## config.mk

```make
export PLATFORM = sky130hd
export DESIGN_NAME = alu_multicycle_flat
export DESIGN_NICKNAME = d
export VERILOG_FILES = /design/src/rtl/alu_multicycle_pkg.sv /design/src/rtl/alu_multicycle_if.sv /design/src/rtl/alu_multicycle_iter_muldiv.sv /design/src/rtl/alu_multicycle.sv /design/src/flat_wrapper.sv
export SDC_FILE = /design/constraint.sdc
export NUM_CORES = 2
export LEC_CHECK = 0
export ABC_AREA = 1
export BUFFER_PORTS_ARGS = -buffer_cell sky130_fd_sc_hd__buf_2
export CAP_MARGIN = 20
export CORE_AREA = 3 3 638 323
export CTS_BUF_LIST = sky130_fd_sc_hd__clkbuf_8
export DETAILED_ROUTE_END_ITERATION = 10
export DIE_AREA = 0 0 641 326
export REMOVE_ABC_BUFFERS = 1
export SYNTH_ARGS = -nofsm -noshare
export SYNTH_HDL_FRONTEND = slang
export SYNTH_HIERARCHICAL = 1
export SYNTH_SLANG_ARGS = --single-unit
export TNS_END_PERCENT = 30
```

## constraint.sdc

```tcl
create_clock -name clk -period 3.7 [get_ports clk]
set_input_delay 0.74 -clock clk [delete_from_list [all_inputs] [get_ports clk]]
set_output_delay 0.74 -clock clk [all_outputs]
set_load 0.02 [all_outputs]
```

## src/rtl/alu_multicycle_pkg.sv

```systemverilog
// rtl/alu_multicycle_pkg.sv - opcodes, FSM states and opcode classifiers for the multicycle ALU
package alu_multicycle_pkg;

    typedef enum logic [4:0] {
        OP_ADD    = 5'd0,
        OP_SUB    = 5'd1,
        OP_AND    = 5'd2,
        OP_OR     = 5'd3,
        OP_XOR    = 5'd4,
        OP_SLL    = 5'd5,
        OP_SRL    = 5'd6,
        OP_SRA    = 5'd7,
        OP_SLT    = 5'd8,
        OP_SLTU   = 5'd9,
        OP_BEQ    = 5'd10,
        OP_BNE    = 5'd11,
        OP_BLT    = 5'd12,
        OP_BGE    = 5'd13,
        OP_BLTU   = 5'd14,
        OP_BGEU   = 5'd15,
        OP_MUL    = 5'd16,
        OP_MULH   = 5'd17,
        OP_MULHSU = 5'd18,
        OP_MULHU  = 5'd19,
        OP_DIV    = 5'd20,
        OP_DIVU   = 5'd21,
        OP_REM    = 5'd22,
        OP_REMU   = 5'd23
    } alu_op_e;

    localparam int NUM_OPS = 24;

    typedef enum logic [1:0] {IDLE, ITER, DONE} alu_state_t;

    function automatic logic is_mul(input logic [4:0] op);
        return op inside {OP_MUL, OP_MULH, OP_MULHSU, OP_MULHU};
    endfunction

    function automatic logic is_div(input logic [4:0] op);
        return op inside {OP_DIV, OP_DIVU, OP_REM, OP_REMU};
    endfunction

    function automatic logic op_a_signed(input logic [4:0] op);
        return op inside {OP_MULH, OP_MULHSU, OP_DIV, OP_REM};
    endfunction

    function automatic logic op_b_signed(input logic [4:0] op);
        return op inside {OP_MULH, OP_DIV, OP_REM};
    endfunction

endpackage

```

## src/rtl/alu_multicycle_if.sv

```systemverilog
// rtl/alu_multicycle_if.sv - EX-stage handshake bundle between pipeline and ALU
interface alu_multicycle_if #(
    parameter int XLEN = 32,
    parameter int OP_W = 5
);
    logic            flush;
    logic            inValid;
    logic            inReady;
    logic [XLEN-1:0] in1;
    logic [XLEN-1:0] in2;
    logic [OP_W-1:0] aluOperation;
    logic            outValid;
    logic            outReady;
    logic [XLEN-1:0] aluOutput;
    logic            branch;
    logic            busy;

    modport master (
        output flush, inValid, in1, in2, aluOperation, outReady,
        input  inReady, outValid, aluOutput, branch, busy
    );

    modport slave (
        input  flush, inValid, in1, in2, aluOperation, outReady,
        output inReady, outValid, aluOutput, branch, busy
    );
endinterface

```

## src/rtl/alu_multicycle_iter_muldiv.sv

```systemverilog
// rtl/alu_multicycle_iter_muldiv.sv - shared XLEN-step shift-add multiply / restoring divide datapath
module iter_muldiv
    import alu_multicycle_pkg::*;
#(
    parameter int XLEN = 32
) (
    input  logic            clk,
    input  logic            rstN,
    input  logic            start,
    input  logic            abort,
    input  logic [4:0]      op,
    input  logic [XLEN-1:0] opa,
    input  logic [XLEN-1:0] opb,
    output logic            done,
    output logic [XLEN-1:0] result
);
    localparam int CW = $clog2(XLEN + 1);

    logic [2*XLEN-1:0] acc_q, acc_d, step_acc, prod;
    logic [XLEN-1:0]   opnd_q, opnd_d, mag_a, mag_b, hi, lo, quo, rem;
    logic [CW-1:0]     cnt_q, cnt_d;
    logic              running_q, running_d, div_q, div_d, sel_hi_q, sel_hi_d;
    logic              qneg_q, qneg_d, rneg_q, rneg_d;
    logic              a_neg, b_neg;
    logic [XLEN:0]     mul_sum, div_diff;

    assign a_neg = op_a_signed(op) & opa[XLEN-1];
    assign b_neg = op_b_signed(op) & opb[XLEN-1];
    assign mag_a = a_neg ? -opa : opa;
    assign mag_b = b_neg ? -opb : opb;
    assign hi    = acc_q[2*XLEN-1:XLEN];
    assign lo    = acc_q[XLEN-1:0];
    assign done  = running_q && (cnt_q == CW'(1));

    // Multiply: multiplier sits in lo, partial product grows in hi. Divide: remainder in hi, quotient shifts into lo.
    always_comb begin
        mul_sum  = {1'b0, hi} + (lo[0] ? {1'b0, opnd_q} : '0);
        div_diff = {hi, lo[XLEN-1]} - {1'b0, opnd_q};
        if (div_q) begin
            step_acc = div_diff[XLEN] ? {hi[XLEN-2:0], lo, 1'b0}
                                      : {div_diff[XLEN-1:0], lo[XLEN-2:0], 1'b1};
        end else begin
            step_acc = {mul_sum, lo[XLEN-1:1]};
        end
    end

    // Result is taken from the final step combinationally so it lands in the top's register on the last ITER edge.
    always_comb begin
        prod = qneg_q ? -step_acc : step_acc;
        quo  = qneg_q ? -step_acc[XLEN-1:0] : step_acc[XLEN-1:0];
        rem  = rneg_q ? -step_acc[2*XLEN-1:XLEN] : step_acc[2*XLEN-1:XLEN];
        if (div_q) result = sel_hi_q ? rem : quo;
        else       result = sel_hi_q ? prod[2*XLEN-1:XLEN] : prod[XLEN-1:0];
    end

    always_comb begin
        acc_d     = acc_q;
        opnd_d    = opnd_q;
        cnt_d     = cnt_q;
        running_d = running_q;
        div_d     = div_q;
        sel_hi_d  = sel_hi_q;
        qneg_d    = qneg_q;
        rneg_d    = rneg_q;
        if (start) begin
            acc_d     = {{XLEN{1'b0}}, is_div(op) ? mag_a : mag_b};
            opnd_d    = is_div(op) ? mag_b : mag_a;
            cnt_d     = CW'(XLEN);
            running_d = 1'b1;
            div_d     = is_div(op);
            sel_hi_d  = op inside {OP_MULH, OP_MULHSU, OP_MULHU, OP_REM, OP_REMU};
            qneg_d    = a_neg ^ b_neg;
            rneg_d    = a_neg;
        end else if (running_q) begin
            acc_d     = step_acc;
            cnt_d     = cnt_q - CW'(1);
            running_d = !done;
        end
        if (abort) running_d = 1'b0;
    end

    always_ff @(posedge clk or negedge rstN) begin
        if (!rstN) begin
            acc_q     <= '0;
            opnd_q    <= '0;
            cnt_q     <= '0;
            running_q <= 1'b0;
            div_q     <= 1'b0;
            sel_hi_q  <= 1'b0;
            qneg_q    <= 1'b0;
            rneg_q    <= 1'b0;
        end else begin
            acc_q     <= acc_d;
            opnd_q    <= opnd_d;
            cnt_q     <= cnt_d;
            running_q <= running_d;
            div_q     <= div_d;
            sel_hi_q  <= sel_hi_d;
            qneg_q    <= qneg_d;
            rneg_q    <= rneg_d;
        end
    end
endmodule

```

## src/rtl/alu_multicycle.sv

```systemverilog
// rtl/alu_multicycle.sv - EX-stage ALU: single-cycle ops, handshake FSM, iterative mul/div dispatch
module alu_multicycle
    import alu_multicycle_pkg::*;
#(
    parameter int XLEN     = 32,
    parameter int FAST_MUL = 1,
    parameter int OP_W     = 5
) (
    input  logic             clk,
    input  logic             rstN,
    alu_multicycle_if.slave  bus
);
    localparam int SH_W = $clog2(XLEN);

    alu_state_t              state_q, state_d;
    logic [XLEN-1:0]         result_q, result_d, sc_result, iter_result, a, b;
    logic                    branch_q, branch_d, sc_branch;
    logic                    accept, goes_iter, iter_done, div_zero, div_ovf, op_known;
    logic [31:0]             op_ext;
    logic [4:0]              op5;
    logic signed [2*XLEN-1:0] fa, fb, fprod;

    assign a        = bus.in1;
    assign b        = bus.in2;
    assign op_ext   = 32'(bus.aluOperation);
    assign op5      = op_ext[4:0];
    assign op_known = op_ext < 32'(NUM_OPS);
    assign div_zero = (b == '0);
    assign div_ovf  = op_a_signed(op5) && (a == {1'b1, {(XLEN-1){1'b0}}}) && (&b);
    assign goes_iter = op_known && ((is_mul(op5) && FAST_MUL == 0) ||
                                    (is_div(op5) && !div_zero && !div_ovf));
    assign accept   = bus.inValid && bus.inReady && !bus.flush;

    assign fa    = {{XLEN{op_a_signed(op5) & a[XLEN-1]}}, a};
    assign fb    = {{XLEN{op_b_signed(op5) & b[XLEN-1]}}, b};
    assign fprod = fa * fb;

    always_comb begin
        sc_result = '0;
        sc_branch = 1'b0;
        if (op_known) begin
            case (op5)
                OP_ADD:  sc_result = a + b;
                OP_SUB:  sc_result = a - b;
                OP_AND:  sc_result = a & b;
                OP_OR:   sc_result = a | b;
                OP_XOR:  sc_result = a ^ b;
                OP_SLL:  sc_result = a << b[SH_W-1:0];
                OP_SRL:  sc_result = a >> b[SH_W-1:0];
                OP_SRA:  sc_result = $signed(a) >>> b[SH_W-1:0];
                OP_SLT:  sc_result = {{(XLEN-1){1'b0}}, $signed(a) < $signed(b)};
                OP_SLTU: sc_result = {{(XLEN-1){1'b0}}, a < b};
                OP_BEQ:  sc_branch = (a == b);
                OP_BNE:  sc_branch = (a != b);
                OP_BLT:  sc_branch = ($signed(a) < $signed(b));
                OP_BGE:  sc_branch = ($signed(a) >= $signed(b));
                OP_BLTU: sc_branch = (a < b);
                OP_BGEU: sc_branch = (a >= b);
                OP_MUL:  sc_result = fprod[XLEN-1:0];
                OP_MULH, OP_MULHSU, OP_MULHU: sc_result = fprod[2*XLEN-1:XLEN];
                // Divide corner cases resolve at accept; the normal case goes to the iterator.
                OP_DIV, OP_DIVU: begin
                    if (div_zero)     sc_result = '1;
                    else if (div_ovf) sc_result = a;
                end
                OP_REM, OP_REMU: begin
                    if (div_zero) sc_result = a;
                end
                default: ;
            endcase
        end
    end

    always_comb begin
        state_d = state_q;
        if (bus.flush) begin
            state_d = IDLE;
        end else begin
            case (state_q)
                IDLE: if (accept) state_d = goes_iter ? ITER : DONE;
                ITER: if (iter_done) state_d = DONE;
                DONE: begin
                    if (accept)            state_d = goes_iter ? ITER : DONE;
                    else if (bus.outReady) state_d = IDLE;
                end
                default: state_d = IDLE;
            endcase
        end
    end

    always_comb begin
        result_d = result_q;
        branch_d = branch_q;
        if (accept) begin
            branch_d = sc_branch;
            if (!goes_iter) result_d = sc_result;
        end else if (state_q == ITER && iter_done && !bus.flush) begin
            result_d = iter_result;
        end
        bus.inReady   = (state_q == IDLE) || (state_q == DONE && bus.outReady);
        bus.outValid  = (state_q == DONE);
        bus.busy      = (state_q == ITER);
        bus.aluOutput = result_q;
        bus.branch    = branch_q;
    end

    always_ff @(posedge clk or negedge rstN) begin
        if (!rstN) begin
            state_q  <= IDLE;
            result_q <= '0;
            branch_q <= 1'b0;
        end else begin
            state_q  <= state_d;
            result_q <= result_d;
            branch_q <= branch_d;
        end
    end

    iter_muldiv #(.XLEN(XLEN)) u_iter (
        .clk    (clk),
        .rstN   (rstN),
        .start  (accept && goes_iter),
        .abort  (bus.flush),
        .op     (op5),
        .opa    (a),
        .opb    (b),
        .done   (iter_done),
        .result (iter_result)
    );
endmodule

```

## src/flat_wrapper.sv

```systemverilog
// flat-port wrapper written by rule: the top's interface ports become plain ports
module alu_multicycle_flat import alu_multicycle_pkg::*;
#(
    parameter int XLEN     = 32,
    parameter int FAST_MUL = 1,
    parameter int OP_W     = 5
)
  (clk, rstN, bus_flush, bus_inValid, bus_in1, bus_in2, bus_aluOperation, bus_outReady, bus_inReady, bus_outValid, bus_aluOutput, bus_branch, bus_busy);
  alu_multicycle_if #(.XLEN(XLEN), .OP_W(OP_W)) bus_i ();
  input  logic clk;
  input  logic rstN;
  input wire logic [$bits(bus_i.flush)-1:0] bus_flush;
  input wire logic [$bits(bus_i.inValid)-1:0] bus_inValid;
  input wire logic [$bits(bus_i.in1)-1:0] bus_in1;
  input wire logic [$bits(bus_i.in2)-1:0] bus_in2;
  input wire logic [$bits(bus_i.aluOperation)-1:0] bus_aluOperation;
  input wire logic [$bits(bus_i.outReady)-1:0] bus_outReady;
  output wire logic [$bits(bus_i.inReady)-1:0] bus_inReady;
  output wire logic [$bits(bus_i.outValid)-1:0] bus_outValid;
  output wire logic [$bits(bus_i.aluOutput)-1:0] bus_aluOutput;
  output wire logic [$bits(bus_i.branch)-1:0] bus_branch;
  output wire logic [$bits(bus_i.busy)-1:0] bus_busy;
  assign bus_i.flush = bus_flush;
  assign bus_i.inValid = bus_inValid;
  assign bus_i.in1 = bus_in1;
  assign bus_i.in2 = bus_in2;
  assign bus_i.aluOperation = bus_aluOperation;
  assign bus_i.outReady = bus_outReady;
  assign bus_inReady = bus_i.inReady;
  assign bus_outValid = bus_i.outValid;
  assign bus_aluOutput = bus_i.aluOutput;
  assign bus_branch = bus_i.branch;
  assign bus_busy = bus_i.busy;
  alu_multicycle #(.XLEN(XLEN), .FAST_MUL(FAST_MUL), .OP_W(OP_W)) u_core (.clk(clk), .rstN(rstN), .bus(bus_i));
endmodule
```

Word-level counts from Yosys, hierarchy flattened:

Cells that the tools add are included.

* add/subtract/negate cells: 10
* multiply operators: 1
* div/mod/pow operators: 0
* magnitude comparators: 5
* equality and inequality tests: 33
* shift operators: 3
* muxes and demuxes: 37
* bitwise operators: 6
* reductions and logical operators: 32

Operators with widths (number)
* $mux W32: 17
* $pmux W32 S14: 1
* $mux W64: 5
* $neg A32 Y32: 4
* $ge A32 B32 Y1: 2
* $lt A32 B32 Y1: 2
* $mul A33 B33 Y64: 1
* $neg A64 Y64: 1
* $eq A5 B4 Y1 const B: 8
* $eq A5 B5 Y1 const B: 8
* $add A32 B32 Y33: 1
* $sub A33 B32 Y33: 1
* $add A32 B32 Y32: 1
* $and A32 B32 Y32: 1
* $eq A32 B32 Y1: 1
* $eq A32 B32 Y1 const B: 1
* $logic_not A32 Y1: 1
* $ne A32 B32 Y1: 1
* $or A32 B32 Y32: 1
* $reduce_and A32 Y1: 1
* $shl A32 B5 Y32: 1
* $shr A32 B5 Y32: 1
* $sshr A32 B5 Y32: 1
* $sub A32 B32 Y32: 1
* other kinds (32): 64

* register bits after elaboration: 142
* latch bits: 0
* RAM bits: 0
* ROM bits: 0
* bits of input ports: 74
* output and inout port bits: 36
* memories: 0

Longest topological paths before layout:

* depth after elaboration: 11
* mapped depth: 40
* depth with buffers taken out: 38

By module:

Netlist, hierarchy kept.

By module, submodules not included
* alu_multicycle: instances 1, cells each 7530, area an instance 52500.4 um^2, seq. area each 875.8 um^2
* iter_muldiv: instances 1, cells each 2780, area an instance 15755.1 um^2, seq. area each 2677.6 um^2

Worst setup path before layout:

No wires, ideal clock.

* kind: input to register
* start: input bus_aluOperation[4]
* end: register u_core.result_q[31], in the netlist u_core/bus.aluOutput[31]
* library setup time: 0.077 ns
* arrival: 8.287 ns
* data required time: 3.623 ns
* slack: -4.665 ns
* cell stages on the path: 32
* buffers on the path: 3
* path through: buf_2 -> nand4_1 -> nand2_2 -> nand2_1 -> clkbuf_1 -> buf_1 -> nor2_1 -> fa_1 -> inv_1 -> fa_1 -> inv_1 -> fa_1 -> inv_1 -> fa_1 -> fa_1 -> fa_1 -> inv_1 -> fa_1 -> inv_1 -> fa_1 -> inv_1 -> ha_1 -> inv_1 -> nor3_1 -> nand2_1 -> nor3_1 -> a21oi_1 -> nand3_1 -> nand3_1 -> nand2_1 -> nand2_1 -> a21oi_1

* word-level cells in the longest chain between the ends: 10

Ends and longest elaborated chain
* from (decl): line flat_wrapper.sv:16 `input wire logic [$bits(bus_i.aluOperation)-1:0] bus_aluOperation;`
* branches (longest 10 deep; another with $mul A33 B33 Y64)
* to (signal assigned): line alu_multicycle.sv:114 `result_q <= result_d;`
* to (decl): line alu_multicycle.sv:16 `logic [XLEN-1:0] result_q, result_d, sc_result, iter_result, a, b;`

Parallel ways; which one is timed is not known. The select of a mux whose other input is x is not followed.
A chain may end at the register's enable or synchronous reset.

Final worst setup path:

* start: input bus_aluOperation[2]
* end: register u_core.result_q[31], in the netlist u_core/bus.aluOutput[31]

The elaborated chain is that of the path after synthesis.

==> reports/qor.txt <==
Clk_skew: 0.02373 ns
Count of warnings emitted by yosys: 6
Residual DRC: 0
Die W: 641 microns
Final period utilization: 207.5%
Post-Syn Instances: 10310
Worst-path maximum fanout: 5
Failing checks: setup timing
WHS: 0.1107 ns
First-pass GRT wire length: 538.4 mm
Setup ws final: -3.977 ns
Crit Reg-Reg Startpoint: u_core/u_iter/opnd_q[23]
Worst reg2reg path endpoint: u_core/bus.aluOutput[18]
Vias/cell: 5.105
Worst setup path startpoint: bus_aluOperation[2]
Hold crit path type: input pin to asynchronous set/reset pin
Seq/Total Area, Yosys: 5.206%
# IOs: 110
Min cycle time layout: 7.677 ns
Initial core utilization: 34.10%
Detailed Place HPWL: 328.2 mm
Clock Tree Buf Depth: 2
Final Wtd Congestion: 1.048
Measured slew at the worst slew-check pin: 0.8246 ns
Largest net degree at the start of global routing: 66
Cell depth of the worst flop-to-flop path: 35
Register bit total from synthesis: 142
Row cnt: 116
Area of the mapped netlist: 68260 sq um
Vias: 76430
CTS tree: done
Die area: 209000 sq um
EDFF count, synth: 0
Setup CP Type: input pin to flop
1st-pass router iterations: 6
Nets: 13880
Port Buffers: 109
Final WL: 373.3 mm
RSZ-0062 raised after global routing: yes
Post-CTS Hold Buffers: 0
Wire length per cell: 24.94 microns
CP Data Arrival Time: 8.23 ns
Reg-to-reg slack, setup: -1.51 ns
GR Overflow Total: 0
CP max stage delay: 0.63 ns
Register area: 3558 sq um
FMAX: 0.1303 GHz
TritonCTS Sinks: 142
Fillcell total: 20840
Share of cells above drive strength 1: 25.56%
WP data required: 4.25 ns
Clock Latency Late Sink: 0.61 ns
Initial antenna violation count: 13
Pins over their slew limit: 0
Initial DRC count: 8022
Synth async-reset ratio: 100.0%
Prevailing post-synth register cell: dfrtp_1
CTS Buf Count: 17
Most frequent CP cell: fa_1
Critical-path top delay cell: fa_2
Core Area: 200100 sq um
Number of global-route vias before repair: 76360
Area growth, synth to finish: 34.88%
CP endpoint kind: flop
DRT antenna net count: 0
Root Buffer: clkbuf_8
Synth unique cells: 71
Max Cap Viol: 0
Area of the multi-input gates: 56490 sq um
Total GRT Usage: 35.59%
Critical Path Start Type: input pin
Setup Viol. Count Final: 33
Die Y: 326 microns
H-Tree Depth: 4
Status: finished, violations left
Rel. slew slack: 45.02%
Reg clk slew, reported paths: 0.12 ns
Syn Area/Cell: 6.620 sq um
Fin. Hold Viols: 0
[timing repair]
item                       4_1_cts  5_1_grt
buffers inserted                22       20
gates resized for setup        416      337
setup endpoints to repair      124       78
pin swaps                      112      137
gates cloned                     1        1
[synthesized netlist by cell type, drive strengths merged (41+ instances only)]
cell type,count,share of area (%)
o21ai,377,2.8
nor2,830,4.8
dfrtp,142,5.2
buf,167,1.2
nand2,2884,16
nand3,746,5.7
nand3b,41,0.45
clkbuf,289,1.6
a21oi,410,3.1
nand4,114,1.0
nor3,90,0.69
inv,2296,13
fa,1129,33
xor2,68,0.87
ha,379,6.9
[per-layer routing]
metal  routed length, microns  track usage (%)  part of all wire [%]  vias up
met5                       13                0                0.0035        -
met4                    17630            13.67                   4.7        2
met3                    31270            6.291                   8.4      504
met2                   158800            54.04                    43     3282
met1                   165600            50.14                    44    37560
li1                         -                -                     -    35080
[worst max-delay path, delay by kind of cell]
kind,cells,cell delay (ns)
AOI/OAI and AO/OA,3,0.38
adders and majority gates,9,4.25
buffers and inverters,12,1.53
and+or+nand+nor,12,1.31
[per-stage QoR]
step | cell area (sq um) | TNS [ns] | std cells | setup slack, ns | util (%)
floorplan | 66320 | -260.03 | 9854 | -4.673 | -
global placement | 88700 | -254.78 | 14900 | -5.467 | 44.32
detailed placement | 88700 | -256.66 | 14900 | -5.465 | 44.32
CTS | 90710 | -120.94 | 14950 | -3.910 | 45.32
global route | 92060 | -127.48 | 14970 | -4.183 | 46.00
finish | 92070 | -120.35 | 14970 | -3.977 | 46.00
[flip-flops by register name, indices dropped and copies added, names as in the netlist]
signal,count
u_core/u_iter/cnt_q,6
u_core/u_iter/sel_hi_q,1
u_core/u_iter/opnd_q,32
u_core/u_iter/running_q,1
u_core/u_iter/acc_q,64
u_core/state_q,2
u_core/bus.branch,1
u_core/u_iter/qneg_q,1
u_core/u_iter/rneg_q,1
u_core/u_iter/div_q,1
u_core/bus.aluOutput,32
[cells in the final DEF, fill, tap and decap left out, types with 17 or more instances in the layout]
cell	count
a31oi_1	17
o21bai_1	25
buf_12	111
nor2_2	78
or2_2	31
nand4_1	114
o22ai_1	29
a22oi_1	19
fa_2	35
nand3b_1	41
o21ai_1	39
nor2_1	689
buf_4	2172
xor2_1	68
ha_1	338
nor3_1	81
buf_6	45
nand2_4	30
clkbuf_8	17
nor4_1	18
o221ai_1	34
inv_2	97
nand2_2	102
inv_1	2184
a21oi_1	339
o211ai_1	36
xnor2_1	37
nand2_1	2750
o21ai_0	316
nor2_4	63
o21ai_2	17
a21oi_2	48
a21oi_4	23
nand3_1	676
fa_1	1094
nand3_2	64
ha_4	40
dfrtp_1	140
buf_2	86
[cell families (layout without fill, tap and decap cells)]
| family | count (synthesis) | count (layout) | synth area share (%) |
|---|---|---|---|
| AOI/OAI and AO/OA | 1015 | 1015 | 8.432 |
| other | 0 | 3 | 0 |
| buffers and inverters | 2757 | 4758 | 15.49 |
| muxes | 4 | 4 | 0.05866 |
| xor gates and xnor gates | 105 | 105 | 1.347 |
| and+or+nand+nor | 4779 | 4780 | 29.41 |
| DFF | 142 | 142 | 5.206 |
| adders and majority gates | 1508 | 1508 | 40.06 |
[layout make-up]
class	instances	area share [%]
flip-flops and latches	142	3.865
well taps	2655	3.608
clock buffers	17	0.2541
inverters	2301	9.438
repair buffers	2425	21.31
multi-input cells	7412	61.35
clock inverters	15	0.1658
diodes	3	0.008154
[how the worst max path moves through the flow]
| stage | endpoint | slack, ns | cells after the start |
|---|---|---|---|
| floorplan | u_core/bus.aluOutput[31] | -4.67 | 31 |
| global placement | u_core/bus.aluOutput[10] | -5.47 | 34 |
| detailed placement | u_core/bus.aluOutput[10] | -5.47 | 34 |
| CTS | u_core/bus.aluOutput[22] | -3.91 | 32 |
| global route | u_core/bus.aluOutput[22] | -4.18 | 31 |
| finish | u_core/bus.aluOutput[31] | -3.98 | 36 |
Power is not shown: default switching activity piles up to over one toggle a cycle in this logic, so the estimate is an artifact.
